$ cat config.mk
export PLATFORM = sky130hd
export DESIGN_NAME = ram_access_ctrl
export DESIGN_NICKNAME = d
export VERILOG_FILES = /design/src/rtl/ram_ctrl_pkg.sv /design/src/rtl/ram_cmd_fifo.sv /design/src/rtl/ram_access_ctrl.sv
export SDC_FILE = /design/constraint.sdc
export NUM_CORES = 1
export LEC_CHECK = 0
export BUFFER_PORTS_ARGS = -buffer_cell sky130_fd_sc_hd__buf_2
export CORE_ASPECT_RATIO = 0.6
export CORE_UTILIZATION = 49
export CTS_CLUSTER_SIZE = 24
export DETAILED_ROUTE_END_ITERATION = 10
export PLACE_DENSITY = 0.71
export SYNTH_ARGS = -nofsm -noshare
export SYNTH_HDL_FRONTEND = slang
export SYNTH_SLANG_ARGS = --single-unit
export TNS_END_PERCENT = 100
$ cat constraint.sdc
create_clock -name clk -period 5.3 [get_ports clk]
set_clock_uncertainty 0.15 [all_clocks]
set_input_delay 0.795 -clock clk [delete_from_list [all_inputs] [get_ports clk]]
set_output_delay 0.795 -clock clk [all_outputs]
set_load 0.02 [all_outputs]
$ cat src/rtl/ram_ctrl_pkg.sv
// Shared types for the RAM access controller: FSM states, queued command record, default widths.
package ram_ctrl_pkg;

    localparam int DEF_ADSIZE = 4;
    localparam int DEF_DASIZE = 16;

    typedef enum logic [2:0] {
        IDLE,
        ISSUE_WR,
        ISSUE_RD,
        RD_WAIT,
        RSP
    } state_e;

    typedef struct packed {
        logic                  we;
        logic [DEF_ADSIZE-1:0] addr;
        logic [DEF_DASIZE-1:0] wdata;
    } cmd_t;

endpackage

$ cat src/rtl/ram_cmd_fifo.sv
// In-order command FIFO, DEPTH x cmd_t, synchronous active-high reset flushes pointers and count.
module ram_cmd_fifo
    import ram_ctrl_pkg::*;
#(
    parameter int DEPTH = 4
) (
    input  logic                     clk,
    input  logic                     rst,
    input  logic                     push,
    input  cmd_t                     push_data,
    input  logic                     pop,
    output cmd_t                     head,
    output logic                     full,
    output logic                     empty,
    output logic [$clog2(DEPTH):0]   count
);

    localparam int PTR_W = $clog2(DEPTH);
    localparam logic [PTR_W:0] DEPTH_C = (PTR_W + 1)'(DEPTH);

    cmd_t             mem_q [DEPTH];
    cmd_t             mem_d [DEPTH];
    logic [PTR_W-1:0] wr_ptr_q, wr_ptr_d;
    logic [PTR_W-1:0] rd_ptr_q, rd_ptr_d;
    logic [PTR_W:0]   count_q, count_d;
    logic             do_push, do_pop;

    assign full    = (count_q == DEPTH_C);
    assign empty   = (count_q == '0);
    assign count   = count_q;
    assign head    = mem_q[rd_ptr_q];
    // Fullness comes from the registered count, so a same-cycle pop never makes room for a push.
    assign do_push = push && !full;
    assign do_pop  = pop && !empty;

    always_comb begin
        mem_d    = mem_q;
        wr_ptr_d = wr_ptr_q;
        rd_ptr_d = rd_ptr_q;
        count_d  = count_q;
        if (do_push) begin
            mem_d[wr_ptr_q] = push_data;
            wr_ptr_d        = wr_ptr_q + 1'b1;
        end
        if (do_pop) begin
            rd_ptr_d = rd_ptr_q + 1'b1;
        end
        case ({do_push, do_pop})
            2'b10:   count_d = count_q + 1'b1;
            2'b01:   count_d = count_q - 1'b1;
            default: count_d = count_q;
        endcase
    end

    always_ff @(posedge clk) begin
        if (rst) begin
            wr_ptr_q <= '0;
            rd_ptr_q <= '0;
            count_q  <= '0;
        end else begin
            wr_ptr_q <= wr_ptr_d;
            rd_ptr_q <= rd_ptr_d;
            count_q  <= count_d;
        end
    end

    always_ff @(posedge clk) begin
        mem_q <= mem_d;
    end

endmodule

$ cat src/rtl/ram_access_ctrl.sv
// Request stage for the 16x16 single-port data RAM: command FIFO, access sequencer, read response channel.
// Optional RAM_CTRL_STATS_EN adds saturating write/read issue counters stat_wr_cnt / stat_rd_cnt.
module ram_access_ctrl
    import ram_ctrl_pkg::*;
#(
    parameter int ADSize   = DEF_ADSIZE,
    parameter int DASize   = DEF_DASIZE,
    parameter int CQ_DEPTH = 4
) (
    input  logic              clk,
    input  logic              rst,
    input  logic              req_valid,
    output logic              req_ready,
    input  logic              req_we,
    input  logic [ADSize-1:0] req_addr,
    input  logic [DASize-1:0] req_wdata,
    output logic              rsp_valid,
    input  logic              rsp_ready,
    output logic [DASize-1:0] rsp_rdata,
    output logic              ram_en_read,
    output logic              ram_en_write,
    output logic [ADSize-1:0] ram_addr,
    output logic [DASize-1:0] ram_din,
    input  logic [DASize-1:0] ram_dout,
    output logic              busy
`ifdef RAM_CTRL_STATS_EN
    ,
    output logic [15:0]       stat_wr_cnt,
    output logic [15:0]       stat_rd_cnt
`endif
);

    localparam int CNT_W = $clog2(CQ_DEPTH) + 1;

    state_e            state_q, state_d;
    logic [ADSize-1:0] addr_q, addr_d;
    logic [DASize-1:0] din_q, din_d;
    logic [DASize-1:0] rdata_q, rdata_d;
    logic              en_rd_q, en_rd_d;
    logic              en_wr_q, en_wr_d;
    logic              rsp_valid_q, rsp_valid_d;

    cmd_t              fifo_in, fifo_head;
    logic              fifo_push, fifo_pop, fifo_full, fifo_empty;
    logic [CNT_W-1:0]  fifo_count;

    assign fifo_in   = '{we: req_we, addr: req_addr, wdata: req_wdata};
    assign req_ready = !rst && !fifo_full;
    assign fifo_push = req_valid && req_ready;

    ram_cmd_fifo #(
        .DEPTH (CQ_DEPTH)
    ) u_fifo (
        .clk       (clk),
        .rst       (rst),
        .push      (fifo_push),
        .push_data (fifo_in),
        .pop       (fifo_pop),
        .head      (fifo_head),
        .full      (fifo_full),
        .empty     (fifo_empty),
        .count     (fifo_count)
    );

    always_comb begin
        state_d  = state_q;
        addr_d   = addr_q;
        din_d    = din_q;
        rdata_d  = rdata_q;
        fifo_pop = 1'b0;
        case (state_q)
            IDLE: begin
                if (!fifo_empty) begin
                    fifo_pop = 1'b1;
                    addr_d   = fifo_head.addr;
                    if (fifo_head.we) begin
                        din_d   = fifo_head.wdata;
                        state_d = ISSUE_WR;
                    end else begin
                        state_d = ISSUE_RD;
                    end
                end
            end
            ISSUE_WR: state_d = IDLE;
            ISSUE_RD: state_d = RD_WAIT;
            RD_WAIT: begin
                rdata_d = ram_dout;
                state_d = RSP;
            end
            RSP: begin
                if (rsp_ready) state_d = IDLE;
            end
            default: state_d = IDLE;
        endcase
        // RAM strobes and rsp_valid are flops keyed on the next state, so they never glitch.
        en_wr_d     = (state_d == ISSUE_WR);
        en_rd_d     = (state_d == ISSUE_RD);
        rsp_valid_d = (state_d == RSP);
    end

    always_ff @(posedge clk) begin
        if (rst) begin
            state_q     <= IDLE;
            addr_q      <= '0;
            din_q       <= '0;
            rdata_q     <= '0;
            en_rd_q     <= 1'b0;
            en_wr_q     <= 1'b0;
            rsp_valid_q <= 1'b0;
        end else begin
            state_q     <= state_d;
            addr_q      <= addr_d;
            din_q       <= din_d;
            rdata_q     <= rdata_d;
            en_rd_q     <= en_rd_d;
            en_wr_q     <= en_wr_d;
            rsp_valid_q <= rsp_valid_d;
        end
    end

    // Gating with rst keeps the RAM quiet and the response channel idle during the reset cycle itself.
    assign ram_en_read  = en_rd_q && !rst;
    assign ram_en_write = en_wr_q && !rst;
    assign ram_addr     = addr_q;
    assign ram_din      = din_q;
    assign rsp_valid    = rsp_valid_q && !rst;
    assign rsp_rdata    = rdata_q;
    assign busy         = !rst && ((fifo_count != '0) || (state_q != IDLE));

`ifdef RAM_CTRL_STATS_EN
    logic [15:0] stat_wr_q, stat_wr_d;
    logic [15:0] stat_rd_q, stat_rd_d;

    always_comb begin
        stat_wr_d = stat_wr_q;
        stat_rd_d = stat_rd_q;
        if (en_wr_q && (stat_wr_q != 16'hFFFF)) stat_wr_d = stat_wr_q + 16'd1;
        if (en_rd_q && (stat_rd_q != 16'hFFFF)) stat_rd_d = stat_rd_q + 16'd1;
    end

    always_ff @(posedge clk) begin
        if (rst) begin
            stat_wr_q <= '0;
            stat_rd_q <= '0;
        end else begin
            stat_wr_q <= stat_wr_d;
            stat_rd_q <= stat_rd_d;
        end
    end

    assign stat_wr_cnt = stat_wr_q;
    assign stat_rd_cnt = stat_rd_q;
`endif

endmodule

==> key figures, run 1 <==
Floorplanning
  • Die W: roughly 130 µm
  • Initial core utilization: 0.513
  • Core Area: 0.0100 mm²
  • Die height: ~81 µm
  • IO Pins: 82
  • Die area: 0.0109 mm²
  • Row cnt: 28

Clock tree
  • Clock root cell: clkbuf_16
  • Clock Sinks: roughly 130
  • CTS tree: built
  • TritonCTS Buffers: 17
  • Hold buffers post-CTS: 0
  • Setup bufs post-CTS: 0
  • Worst-path clk slew: 50 ps
  • Worst skew pair latency: between 400 and 500 ps
  • CTS H-tree depth: 4
  • Bufs on Longest Clock Path: 2
  • PostCTS Resize Cnt: 0

Worst setup path
  • Slowest cell delay on critical path: 840 ps
  • Crit-path cells: nor3_1, a21oi_1, buf_2
  • Slowest CP cell: nor3_1
  • Worst path required time: 4360 ps
  • Arrival time worst endpoint: 1910 ps
  • Critical path class: reg -> out
  • Worst Path Max Fanout: 9
  • Crit path launch type: flip-flop
  • Crit. End Element: output pin

Yosys
  • Largest family of logic cells by synthesized area: multiplexers
  • Seq/Total Area, Yosys: 0.682
  • Synth Area per Inst: 14.9 µm²
  • Synth Area in Adders: 0.0161
  • Simple-Gate Fraction of Synth Area: 0.107
  • Yosys reg bits: 133
  • Synth Flop Type: edfxtp_1
  • Yosys warning count: 0
  • Yosys cell types: 34
  • Mux contribution to synthesized area: 0.125
  • Synth async-reset ratio: 0
  • Top cells by area, synth: edfxtp_1 49%, dfxtp_1 19%, mux4_2 9.2%
  • Post-synthesis xor/xnor area fraction: 0.00341
  • Compound-Gate Fraction of Synth Area: 0.0385
  • Post-synthesis cell count: 345
  • Post-synth top area share: 0.491
  • Largest area contributor in the netlist: edfxtp_1
  • Syn Nets: 392
  • Mapped Area: 0.00514 mm²
  • Number of flops mapped to enable cells by yosys: 84

Routing
  • Drt wl/cell: roughly 16 µm
  • ANT nets after route: 0
  • WL final: 9.15 mm
  • TritonRoute pass-1 iters: 4
  • Via count: between 2000 and 3000
  • Starting DRT DRC Count: 209
  • DRC: 0
  • Vias per std cell: 5.10

Layout
  • Multi-input combinational cell area: 0.00149 mm²
  • Fillers: just under 800
  • Register area: 0.00350 mm²
  • Layout net count: ~480
  • Area Growth Syn to Fin: 20.4%
  • Commonest cells after routing, fill and taps aside: 84 x edfxtp_1, 81 x buf_2, 49 x dfxtp_1
  • Most common cell after layout, fill and taps aside: edfxtp_1
  • Fraction of layout cells with a size suffix above 1: 0.313
  • Number of inserted diodes: 0

Place
  • Final Wtd Congestion: about 0.67
  • Dpl ws: 2280 ps
  • DPL Wire Length: 5.71 mm
  • Port Buffer Count: a little over 80

Timing
  • Final Hold Vio Count: 0
  • Minimum clock period: between 2000 and 3000 ps
  • Slew margin rel.: 0.244
  • Setup TNS: 0 ps
  • Slew Viols, Final: 0
  • Final period utilization: 0.539
  • Slew at the pin closest to its max-slew limit: 1130 ps
  • Fmax achieved: 0.350 GHz
  • Final worst slack: between 2000 and 2500 ps
  • # setup viols final: 0
  • RSZ-0062 raised after global routing: false

Global routing
  • Vias in the first global route: 2758
  • Grt ovf: 0
  • Tot GR Track Use: 0.181
  • Initial antenna violation count: 0
  • First-pass GRT wire length: ~14 mm
  • Largest net degree at the start of global routing: 72

Power
  • Pwr Density: 503 mW/mm²
  • IR drop worst, VDD: 382 µV
  • Final Total Pwr: 3.11 mW
  • Static Leak: 2.35 nW

Run status
  • Outcome: completed

Worst hold path
  • Hold Crit Class: reg -> reg

Flow run
  • Max-cap violations: 0
==> synth_stat cells (all sizes together) (6+ instances only) <==
master,count
edfxtp,84
dfxtp,49
nand2,33
nand2b,32
a21oi,29
mux4,21
mux2i,16
clkbuf,11
inv,9
buf,8
nand3,6
nor2,6
o21ai,6
==> state kept, by name (all words and copies together), names as in the netlist <==
register         count
rsp_valid_q          1
u_fifo.mem_q        84
u_fifo.wr_ptr_q      2
en_wr_q              1
rsp_rdata           16
state_q              3
ram_din             16
u_fifo.count         3
en_rd_q              1
ram_addr             4
u_fifo.rd_ptr_q      2
==> report_power, final <==
group          switching [mW]  total, mW  leakage, nW  internal (mW)
Clock                   0.425       1.11        0.269          0.684
Sequential             0.0718       1.29         1.16           1.21
Combinational           0.413      0.715        0.919          0.302
Total                   0.910       3.11         2.35           2.20
==> through the flow <==
stage / cells / utilization / instance area [µm²] / hold slack [ps]
2_1_floorplan: 345 / - / 5140 / 324
3_3_place_gp: 544 / 0.561 / 5620 / 290
3_5_place_dp: 544 / 0.561 / 5620 / 296
4_1_cts: 576 / 0.617 / 6180 / 304
5_1_grt: 576 / 0.617 / 6180 / 320
6_report: 576 / 0.617 / 6180 / 301
==> logic make-up after synthesis <==
family / Yosys count
simple gates: 100
mux: 38
xor+xnor: 2
flops: 133
buf+inv: 28
fa+ha+maj: 6
compound gates: 38
==> critical path, delay by kind of cell, from the launching register on <==
kind / cells / cell delay (ps)
compound gates: 1 / 120
simple gates: 1 / 840
buf+inv: 1 / 200
flops: 1 / 350
==> path summary, 6_finish.rpt <==
kind                                     start  cells after the start                           end  slack, ps
setup / recovery  u_fifo.count[0]$_SDFFE_PP0P_                      3                          busy       2440
hold / removal       rsp_rdata[1]$_SDFFE_PP0N_                      2     rsp_rdata[1]$_SDFFE_PP0N_        300
setup reg to reg  u_fifo.count[2]$_SDFFE_PP0P_                      9  u_fifo.count[2]$_SDFFE_PP0P_       2740
hold reg to reg      rsp_rdata[1]$_SDFFE_PP0N_                      2     rsp_rdata[1]$_SDFFE_PP0N_        300
==> layout make-up <==
type	count	area share
clock buffer	17	0.0688
clock inverter	15	0.0227
inverter	9	0.00546
multi-input combinational	184	0.241
sequential	133	0.566
tap	135	0.0273
timing repair buffer	83	0.0680
==> routing by layer <==
metal / global-route usage / up-vias / share of wire
met5: 0 / - / 0
met4: 0.0506 / 0 / 0.0077
met3: 0.0674 / 6 / 0.051
met2: 0.265 / 62 / 0.46
met1: 0.254 / 1442 / 0.48
li1: - / 1428 / -
Power figures use the tool's default switching activity.
==> run 2, diff against run 1 <==
--- a/config.mk
+++ b/config.mk
@@ -10,7 +10,7 @@
 export CORE_UTILIZATION = 49
 export CTS_CLUSTER_SIZE = 24
 export DETAILED_ROUTE_END_ITERATION = 10
-export PLACE_DENSITY = 0.71
+export PLACE_DENSITY = 0.73
 export SYNTH_ARGS = -nofsm -noshare
 export SYNTH_HDL_FRONTEND = slang
 export SYNTH_SLANG_ARGS = --single-unit
==> constraint.sdc (replaced) <==
create_clock -name clk -period 2.4 [get_ports clk]
set_clock_uncertainty 0.15 [all_clocks]
set_input_delay 0.36 -clock clk [delete_from_list [all_inputs] [get_ports clk]]
set_output_delay 0.36 -clock clk [all_outputs]
set_load 0.02 [all_outputs]
==> run 2 against run 1 <==
  * Register-to-register slack worse by 2700 ps
  * Non-clock buffer count up 17
  * Wire length increased by 4.8%
  * Combinational power up 140%
  * Critical path type is now reg -> reg
  * Largest cell class unchanged
==> key figures, run 2 (synthesis gave the netlist of run 1 again) <==
Layout
  • Final Cell Area: 0.00630 mm² (+1.8%)
  • Top reg by flops: u_fifo.mem_q
  • Fraction of layout cells with a size suffix above 1: 0.330 (+0.0168)
  • Layout net count: 492 (+3.6%)
  • Most common cell after layout, fill and taps aside: edfxtp_1
  • Number of inserted diodes: 0 (unchanged)
  • Area Growth Syn to Fin: 22.6%
  • Fillers: 772 (-0.90%)
  • Commonest cells after routing, fill and taps aside: 84 x edfxtp_1, 81 x buf_2, 48 x dfxtp_1
  • Util after Layout: 0.629 (+0.0114)
  • Max reg flops: 84 (unchanged)

Timing
  • # setup viols final: 0 (unchanged)
  • Fmax achieved: 0.429 GHz
  • Slew Viols, Final: 0 (unchanged)
  • Final worst slack: 67.4 ps (-2370 ps)
  • Minimum clock period: 2330 ps
  • Final period utilization: 0.972
  • Final Hold Vio Count: 0 (unchanged)
  • Slew at the pin closest to its max-slew limit: 683 ps (-450 ps)
  • Slew margin rel.: 0.543 (+0.300)

Worst setup path
  • Arrival time worst endpoint: 2520 ps (+610 ps)
  • Worst Path Max Fanout: 5 (-4)
  • Critical path class: reg -> reg
  • Slowest cell delay on critical path: 400 ps (-440 ps)
  • Crit. End Element: flip-flop
  • FF-to-FF path depth: 9 (unchanged)
  • Slowest CP cell: dfxtp_1
  • Crit path launch type: flip-flop
  • Most numerous cell on the critical path: inv_1
  • Crit-path cells: nor3b_2, nor3_1, inv_1, ha_1, inv_1, fa_1, xor2_1, or3_1, a21oi_1
  • Worst path required time: 2590 ps (-1770 ps)

Floorplanning
  • Die height: 81.3 µm (unchanged)
  • IO Pins: 82 (unchanged)
  • Die area: 0.0109 mm² (unchanged)
  • Initial core utilization: 0.513 (unchanged)
  • Row cnt: 28 (unchanged)
  • Core Area: 0.0100 mm² (unchanged)
  • Die W: 134 µm (unchanged)

Routing
  • ANT nets after route: 0 (unchanged)
  • Vias per std cell: 5.14 (+0.80%)
  • Drt wl/cell: 16.2 µm (+1.8%)
  • TritonRoute pass-1 iters: 4 (unchanged)
  • Starting DRT DRC Count: 230 (+10%)
  • WL final: 9.58 mm (+4.8%)
  • Via count: 3049 (+3.8%)
  • DRC: 0 (unchanged)

Power
  • Final Total Pwr: 6.92 mW (+120%)
  • Static Leak: 2.44 nW (+3.9%)
  • IR drop worst, VDD: 540 µV (+41%)
  • Pwr Density: 1100 mW/mm² (+120%)

Clock tree
  • Bufs on Longest Clock Path: 2 (unchanged)
  • TritonCTS Buffers: 17 (unchanged)
  • CTS tree: built
  • Worst-path clk slew: 50 ps (about the same)
  • Clock Sinks: 133 (unchanged)
  • Worst skew pair latency: 410 ps (about the same)
  • CTS H-tree depth: 4 (unchanged)
  • Setup bufs post-CTS: 0 (unchanged)
  • Clock root cell: clkbuf_16

Global routing
  • Tot GR Track Use: 0.191 (+0.0101)
  • Met3 GRT Util: 0.0680 (+0.000624)
  • GR Util met2: 0.278 (+0.0130)
  • First-pass GRT wire length: 14.9 mm (+4.4%)
  • Vias in the first global route: 2887 (+4.7%)
  • Largest net degree at the start of global routing: 41 (-43%)
  • Grt ovf: 0 (unchanged)
  • Routing usage on met1: 0.264 (+0.00989)
  • Most used routing layer: met2
  • Initial antenna violation count: 0 (unchanged)

Place
  • Port Buffer Count: 81 (unchanged)
  • Dpl ws: 68.2 ps (-2220 ps)
  • Placement-stage cell area: 0.00574 mm² (+2.1%)
  • DPL Wire Length: 6.33 mm (+11%)
  • Final Wtd Congestion: 0.713 (+6.4%)

Worst hold path
  • Hold Crit Class: in -> reg
  • Hold Path Stages: 1 (-1)

Run status
  • Outcome: completed

Flow run
  • Max-cap violations: 0 (unchanged)
-- run 2: cell types whose count changed in the layout (fill, tap and decap cells not counted), moves of 2 or more --
cell        delta
clkbuf_8       +3
clkinvlp_4     -4
buf_4         +16
clkbuf_1       +6
clkinv_4       -2
-- run 2: cell type report --
cell class,instances,area [µm²],area share
Sequential cell,133,3500,0.556
Multi-Input combinational cell,184,1500,0.238
Timing Repair Buffer,100,551,0.0874
Clock buffer,26,489,0.0777
Tap cell,135,169,0.0268
Clock inverter,6,53.8,0.00854
Inverter,9,33.8,0.00536
-- run 2: final timing paths --
check                                                  start                           end  slack, ps
worst max register to register  u_fifo.count[2]$_SDFFE_PP0P_  u_fifo.count[2]$_SDFFE_PP0P_         70
worst min register to register     rsp_rdata[1]$_SDFFE_PP0N_     rsp_rdata[1]$_SDFFE_PP0N_        300
worst min-delay path                            req_wdata[6]    u_fifo.mem_q[27]$_DFFE_PP_         20
worst max-delay path            u_fifo.count[2]$_SDFFE_PP0P_  u_fifo.count[2]$_SDFFE_PP0P_         70
-- run 2: power breakdown --
part	switching (mW)	leakage (nW)	total [mW]	internal, mW
combinational	0.977	1.01	1.73	0.749
sequential	0.136	1.16	2.82	2.68
clock	0.878	0.269	2.37	1.50
total	1.99	2.44	6.92	4.93
-- run 2: per-stage QoR --
| step | TNS [ps] | instances | hold slack, ps |
|---|---|---|---|
| after floorplan | 0 | 345 | 309 |
| after global placement | 0 | 560 | 288 |
| after detailed placement | 0 | 560 | 296 |
| after CTS | 0 | 593 | 8.32 |
| after global routing | -30.6 | 593 | 0.285 |
| final | 0 | 593 | 24.3 |
-- run 2: repair_timing --
action / 4_1_cts / 5_1_grt
gates resized for setup: 0 / 2
hold buffers: 1 / 0
endpoints found under the setup margin: 0 / 1
endpoints found under the hold margin: 4 / 0
-- run 2: worst max-delay path, delay by kind of cell, from the launching register on --
family / cells / cell delay [ps]
buffers and inverters: 2 / 140
adder cells (fa/ha/maj): 2 / 570
XOR/XNOR: 1 / 170
flip-flops: 1 / 400
AND/OR/NAND/NOR: 3 / 680
AO/OA/AOI/OAI: 1 / 150
-- run 2: routing by layer --
metal | share of wire | wire length (µm)
met4 | 0.0095 | 91
met1 | 0.47 | 4530
met5 | 0 | 0
met2 | 0.46 | 4400
met3 | 0.058 | 554
